===== src/rtl/hive_alu_cond_if.sv =====
// Bus bundle between the issue/ALU side and the hive_alu_cond condition evaluator.
interface hive_alu_cond_if #(
    parameter int unsigned ALU_W = 32,
    parameter int unsigned FLG_W = 4
);
    logic             vld_i;
    logic [3:0]       cnd_i;
    logic [ALU_W-1:0] res_i;
    logic [FLG_W-1:0] flg_i;
    logic             clr_i;
    logic             vld_o;
    logic             tkn_o;
    logic [ALU_W-1:0] res_o;
    logic [1:0]       stk_o;

    modport master (
        output vld_i, cnd_i, res_i, flg_i, clr_i,
        input  vld_o, tkn_o, res_o, stk_o
    );

    modport slave (
        input  vld_i, cnd_i, res_i, flg_i, clr_i,
        output vld_o, tkn_o, res_o, stk_o
    );
endinterface


===== src/rtl/hive_alu_cond.sv =====
// Condition evaluator aligned to the add/sub pipeline; registers a taken decision per op.
// Optional sticky {ovf, cry} status is built only when HIVE_ALU_COND_STICKY_EN is defined.
module hive_alu_cond #(
    parameter int unsigned ALU_W = 32,
    parameter int unsigned FLG_W = 4,
    parameter int unsigned LAT   = 3
) (
    input  logic           clk_i,
    input  logic           rst_i,
    hive_alu_cond_if.slave bus
);
    logic [LAT-1:0]      dl_vld_q, dl_vld_d;
    logic [LAT-1:0][3:0] dl_cnd_q, dl_cnd_d;
    logic                vld_q, vld_d;
    logic                tkn_q, tkn_d;
    logic [ALU_W-1:0]    res_q, res_d;
    logic                al_vld;
    logic [3:0]          al_cnd;
    logic                z, n, c, v, cond;

    always_comb begin
        dl_vld_d    = dl_vld_q;
        dl_cnd_d    = dl_cnd_q;
        dl_vld_d[0] = bus.vld_i;
        dl_cnd_d[0] = bus.cnd_i;
        for (int unsigned i = 1; i < LAT; i++) begin
            dl_vld_d[i] = dl_vld_q[i-1];
            dl_cnd_d[i] = dl_cnd_q[i-1];
        end
    end

    assign al_vld = dl_vld_q[LAT-1];
    assign al_cnd = dl_cnd_q[LAT-1];

    // v: bits 32 and 31 of the extended result disagree, so the 32-bit result is not representative
    assign z = (bus.res_i == '0);
    assign n = bus.flg_i[3];
    assign c = bus.flg_i[2];
    assign v = bus.flg_i[1] ^ bus.flg_i[0];

    always_comb begin
        cond = 1'b0;
        case (al_cnd)
            4'd0:    cond = 1'b0;
            4'd1:    cond = 1'b1;
            4'd2:    cond = z;
            4'd3:    cond = !z;
            4'd4:    cond = n;
            4'd5:    cond = !n;
            4'd6:    cond = n | z;
            4'd7:    cond = !n & !z;
            4'd8:    cond = c;
            4'd9:    cond = !c;
            4'd10:   cond = v;
            4'd11:   cond = !v;
            default: cond = 1'b0;
        endcase
    end

    always_comb begin
        vld_d = al_vld;
        tkn_d = al_vld & cond;
        res_d = bus.res_i;
    end

    always_ff @(posedge clk_i) begin
        if (rst_i) begin
            dl_vld_q <= '0;
            dl_cnd_q <= '0;
            vld_q    <= 1'b0;
            tkn_q    <= 1'b0;
            res_q    <= '0;
        end else begin
            dl_vld_q <= dl_vld_d;
            dl_cnd_q <= dl_cnd_d;
            vld_q    <= vld_d;
            tkn_q    <= tkn_d;
            res_q    <= res_d;
        end
    end

    assign bus.vld_o = vld_q;
    assign bus.tkn_o = tkn_q;
    assign bus.res_o = res_q;

`ifdef HIVE_ALU_COND_STICKY_EN
    logic [1:0] stk_q, stk_d;

    // Clear first, then OR in the aligned op so a same-cycle set survives the clear
    always_comb begin
        stk_d = bus.clr_i ? 2'b00 : stk_q;
        if (al_vld) begin
            stk_d = stk_d | {v, c};
        end
    end

    always_ff @(posedge clk_i) begin
        if (rst_i) begin
            stk_q <= '0;
        end else begin
            stk_q <= stk_d;
        end
    end

    assign bus.stk_o = stk_q;
`else
    assign bus.stk_o = '0;
`endif
endmodule


===== src/flat_wrapper.sv =====
// flat-port wrapper written by rule: the top's interface ports become plain ports
module hive_alu_cond_flat 
#(
    parameter int unsigned ALU_W = 32,
    parameter int unsigned FLG_W = 4,
    parameter int unsigned LAT   = 3
)
  (clk_i, rst_i, bus_vld_i, bus_cnd_i, bus_res_i, bus_flg_i, bus_clr_i, bus_vld_o, bus_tkn_o, bus_res_o, bus_stk_o);
  hive_alu_cond_if #(.ALU_W(ALU_W), .FLG_W(FLG_W)) bus_i ();
  input  logic clk_i;
  input  logic rst_i;
  input wire logic [$bits(bus_i.vld_i)-1:0] bus_vld_i;
  input wire logic [$bits(bus_i.cnd_i)-1:0] bus_cnd_i;
  input wire logic [$bits(bus_i.res_i)-1:0] bus_res_i;
  input wire logic [$bits(bus_i.flg_i)-1:0] bus_flg_i;
  input wire logic [$bits(bus_i.clr_i)-1:0] bus_clr_i;
  output wire logic [$bits(bus_i.vld_o)-1:0] bus_vld_o;
  output wire logic [$bits(bus_i.tkn_o)-1:0] bus_tkn_o;
  output wire logic [$bits(bus_i.res_o)-1:0] bus_res_o;
  output wire logic [$bits(bus_i.stk_o)-1:0] bus_stk_o;
  assign bus_i.vld_i = bus_vld_i;
  assign bus_i.cnd_i = bus_cnd_i;
  assign bus_i.res_i = bus_res_i;
  assign bus_i.flg_i = bus_flg_i;
  assign bus_i.clr_i = bus_clr_i;
  assign bus_vld_o = bus_i.vld_o;
  assign bus_tkn_o = bus_i.tkn_o;
  assign bus_res_o = bus_i.res_o;
  assign bus_stk_o = bus_i.stk_o;
  hive_alu_cond #(.ALU_W(ALU_W), .FLG_W(FLG_W), .LAT(LAT)) u_core (.clk_i(clk_i), .rst_i(rst_i), .bus(bus_i));
endmodule

===== config.mk =====
export PLATFORM = sky130hd
export DESIGN_NAME = hive_alu_cond_flat
export DESIGN_NICKNAME = d
export VERILOG_FILES = /design/src/rtl/hive_alu_cond_if.sv /design/src/rtl/hive_alu_cond.sv /design/src/flat_wrapper.sv
export SDC_FILE = /design/constraint.sdc
export NUM_CORES = 1
export LEC_CHECK = 0
export BUFFER_PORTS_ARGS = -buffer_cell sky130_fd_sc_hd__buf_4
export CORE_UTILIZATION = 45
export CTS_BUF_LIST = sky130_fd_sc_hd__clkbuf_4 sky130_fd_sc_hd__clkbuf_8
export DETAILED_ROUTE_END_ITERATION = 10
export GPL_TIMING_DRIVEN = 0
export HOLD_SLACK_MARGIN = 0.05
export PLACE_DENSITY_LB_ADDON = 0.15
export SYNTH_ARGS = -nofsm -noshare
export SYNTH_HDL_FRONTEND = slang
export SYNTH_SLANG_ARGS = --single-unit

===== constraint.sdc =====
create_clock -name clk_i -period 1.3 [get_ports clk_i]
set_input_delay 0.13 -clock clk_i [delete_from_list [all_inputs] [get_ports clk_i]]
set_output_delay 0.13 -clock clk_i [all_outputs]
set_load 0.005 [all_outputs]

== Word-level counts from Yosys, hierarchy flattened ==
Cells that the tools add are included.

* Bits of input ports: 44
* Register bits: 49
* Output and inout port bits: 36

* Equal/unequal tests: 11
* Muxes and demuxes: 1
* Reduce and logical (&&, ||, !) cells: 5
* Bitwise operators: 4

{| class="wikitable"
|+ Operator list
! cell !! number
|-
| $logic_not A32 Y1 || 1
|-
| $eq A4 B3 Y1 const B || 4
|-
| $eq A4 B4 Y1 const B || 4
|-
| $pmux W1 S11 || 1
|-
| $eq A4 B2 Y1 const B || 2
|-
| $eq A4 B1 Y1 const B || 1
|-
| $logic_not A1 Y1 || 4
|-
| $and A1 B1 Y1 || 2
|-
| $or A1 B1 Y1 || 1
|-
| $xor A1 B1 Y1 || 1
|}

== Longest topological paths before layout ==
* Depth after elaboration: 5
* Mapped depth: 6
* Mapped depth without buffers: 5

== Least setup slack after synthesis ==
Ideal clock, no wire load.

* Kind: flip-flop to flip-flop
* Start point: register u_core.dl_cnd_q, in the netlist u_core.al_cnd[0]
* End point: register u_core.tkn_q, in the netlist u_core.bus.tkn_o
* Setup slack: 111 ps
* Path buffers: 0
* Period minus slack after synthesis: 1189 ps
* Data required time: 1180 ps
* Cell stages (with the launch flop): 6
* Arrival: 1068 ps
* Cell sequence: dfxtp_1 > xor3_1 > nand3_1 > a31oi_1 > nor2_1 > a21oi_1

* Word-level cells in the longest chain between the ends: 3
* Elaborated cells on any way between the ends: 13

{| class="wikitable"
|+ RTL lines
! element !! RTL line !! text
|-
| start, declared || hive_alu_cond.sv:13 || <nowiki>logic [LAT-1:0][3:0] dl_cnd_q, dl_cnd_d;</nowiki>
|-
| start signal, assigned || hive_alu_cond.sv:75 || <nowiki>dl_cnd_q <= dl_cnd_d;</nowiki>
|-
| $eq A4 B4 Y1 (tied with other cells) || hive_alu_cond.sv:43 || <nowiki>case (al_cnd)</nowiki>
|-
| $pmux W1 S11 * || hive_alu_cond.sv:43 ||
|-
| $and A1 B1 Y1 * || hive_alu_cond.sv:62 || <nowiki>tkn_d = al_vld & cond;</nowiki>
|-
| end signal, assigned || hive_alu_cond.sv:77 || <nowiki>tkn_q <= tkn_d;</nowiki>
|-
| end, declared || hive_alu_cond.sv:15 || <nowiki>logic tkn_q, tkn_d;</nowiki>
|}

Every way passes the cells marked *; elsewhere a longest branch is shown, timed or not.
A chain may end at the register's enable or synchronous reset.

== Worst setup path in the final report ==
* Start point: register u_core.dl_cnd_q, in the netlist u_core.al_cnd[1]
* End point: register u_core.tkn_q, in the netlist u_core.bus.tkn_o

The elaborated chain is that of the path after synthesis.

==> results.toml <==
[logic_synthesis]
synth_compound_area_frac = 0.0173
syn_area_mm2 = 0.00152
ys_warn_count = 0
synth.area.mux_share = 0.00660
yosysTopAreaCellShare = 0.646
synth_xor_area_frac = 0.0157
synthAdderAreaFrac = 0
synth_top_family_by_area = "simple AND/OR/NAND/NOR gates"
yosysTopAreaCell = "dfxtp_1"
ys_seq_elements = 49
avgSynthCellArea_um2 = 11.1
synth.distinct_cells = 20
ys_seq_area_frac = 0.646
yosys.area_share.simple = 0.279
ys_top_cells_by_area = "dfxtp_1 65%, nor2b_1 20%, nor4_1 3.7%"
syn_inst = 137

[pwr]
ir_drop_mv = 0.860
power_density_mw_per_mm2 = 1050
leakage_nw = 1.14

[clocking]
clkTransAtPathRegs_ns = 0.12
root_buffer = "clkbuf_4"
post_cts_buffers = 0
cts_buffers = 5
cts.sink_count = 49
cts_tree = "done"
clock_latency_ns = 0.35
cts_buffer_depth = 2
h-tree-depth = 2

[timing]
setup_tns_ns = 0
min_period_ns = 1.18
drv_slew = 0
finalSetupViolCount = 0
hold_viol_final = 0
fin_ws_ns = 0.123
skew_ns = 0.00603
holdWs_ns = 0.149
max_freq_mhz = 850
rsz0062_at_grt = "no"
relSlewSlack = 0.654
min_period_over_period = 0.905
worst_pin_slew_ns = 0.519

[die]
core_area_mm2 = 0.00313
rows = 20
start_util = 0.485
die-height_um = 60.1
fp.dieW_um = 60.1
io_pins = 80
dieArea_mm2 = 0.00361

[worst_setup_path]
critPathLaunchType = "register"
crit_fanout = 4
worstPathArrival_ns = 1.47
end_kind = "register"
cp.required_ns = 1.59
crit_type = "reg -> reg"

[route]
firstDrtPassIters = 4
dr.first_iter.drc_count = 50
wl_um = 4410
ant_nets = 0
drc = 0
wl_per_cell_um = 14.7
via_per_inst = 4.64
num_vias = 1393

[layout]
diodes = 0
mostFrequentLayoutCell = "buf_4"
fin_util = 0.823
finalNetCount = 300
drive_gt1_frac = 0.336
fin_cells = 300
synthToLayoutAreaGrowth_pct = 69.6
final_cell_mix = "76 x buf_4, 48 x nor2b_1, 48 x dfxtp_1"

[place]
dp_hpwl_um = 2470
gp_congestion = 0.893
post-place-ws_ns = -0.0811
io_buffers = 75
dpl.cell_count = 257

[outcome]
status = "complete, no violations"

[hold_path]
worstHoldPathType = "in -> reg"

[global_routing]
grtUsageTotal = 0.267
grt_first_pass_wirelength_um = 6650
grt_antenna_before_repair = 0
overflow = 0
grt_pass1_vias = 1402
grt_max_degree = 14

[job]
drv_cap = 0
-- worst paths after layout --
check,from,endpoint,slack (ns),cells past startpoint
worst min register to register,u_core.dl_cnd_d[8],u_core.al_cnd[0],0.44,1
worst max-delay path,u_core.al_cnd[1],u_core.bus.tkn_o,0.12,5
worst max register to register,u_core.al_cnd[1],u_core.bus.tkn_o,0.12,5
worst min-delay path,rst_i,u_core.bus.res_o[11],0.15,2
-- registers in the layout, indices dropped and copies added, names as in the netlist --
| name | count |
|---|---|
| u_core.al_cnd | 4 |
| u_core.bus.res_o | 32 |
| u_core.dl_cnd_d | 8 |
| u_core.bus.vld_o | 1 |
| u_core.bus.tkn_o | 1 |
| u_core.dl_vld_q | 3 |
-- cells in the mapped netlist --
library cell / count
nor3b_1: 1
xor3_1: 1
nor2_1: 2
nand3_1: 3
mux2i_1: 1
clkbuf_4: 1
a31oi_1: 1
a21oi_1: 3
clkbuf_1: 5
nand4_1: 3
nor3_1: 1
dfxtp_1: 49
conb_1: 1
nor4_1: 9
or3_1: 1
inv_1: 2
nand2_1: 2
buf_4: 2
o21ai_0: 1
nor2b_1: 48
-- power by group --
| part | switching, mW | internal, mW |
|---|---|---|
| registers | 0.0211 | 1.57 |
| clock network | 0.422 | 0.277 |
| logic | 0.138 | 0.268 |
-- stage by stage --
stage	power (mW)	cell area, um2
after floorplan	1.72	1520
after global placement	1.91	2140
after detailed placement	1.93	2140
after CTS	2.68	2570
after global routing	2.82	2570
final	2.70	2570
-- critical path, cell delays in order (launching register included) --
cell and delay [ns]:
dfxtp_1 0.40, inv_1 0.10, o21ai_0 0.18, nor3b_1 0.21
mux2i_1 0.10, a21oi_1 0.14
-- cell type report --
| type | count | area (um2) |
|---|---|---|
| tap | 44 | 55.1 |
| sequential | 49 | 985 |
| buffer | 8 | 41.3 |
| fill | 183 | 554 |
| multi-input combinational | 79 | 498 |
| timing repair buffer | 111 | 928 |
| clock buffer | 7 | 58.8 |
| inverter | 2 | 7.51 |
-- kinds of logic after synthesis --
kind of cell,count (synthesis)
other,1
xor gates and xnor gates,1
buffers and inverters,10
and+or+nand+nor,70
muxes,1
AOI/OAI and AO/OA,5
DFF,49
-- per-layer routing --
| metal | track usage | routed length (um) | up-vias |
|---|---|---|---|
| li1 | - | - | 678 |
| met1 | 0.266 | 1600 | 631 |
| met2 | 0.510 | 2350 | 66 |
| met3 | 0.0693 | 293 | 18 |
| met4 | 0.120 | 161 | 0 |
| met5 | 0 | 0 | - |
-- repair_timing --
| item | 4_1_cts | 5_1_grt |
|---|---|---|
| hold endpoints to repair | 37 | 0 |
| hold buffers | 37 | 0 |
| endpoints found under the setup margin | 1 | 1 |
| gates resized for setup | 1 | 3 |
| pin swaps | 0 | 5 |
(Power assumes the default switching activity.)
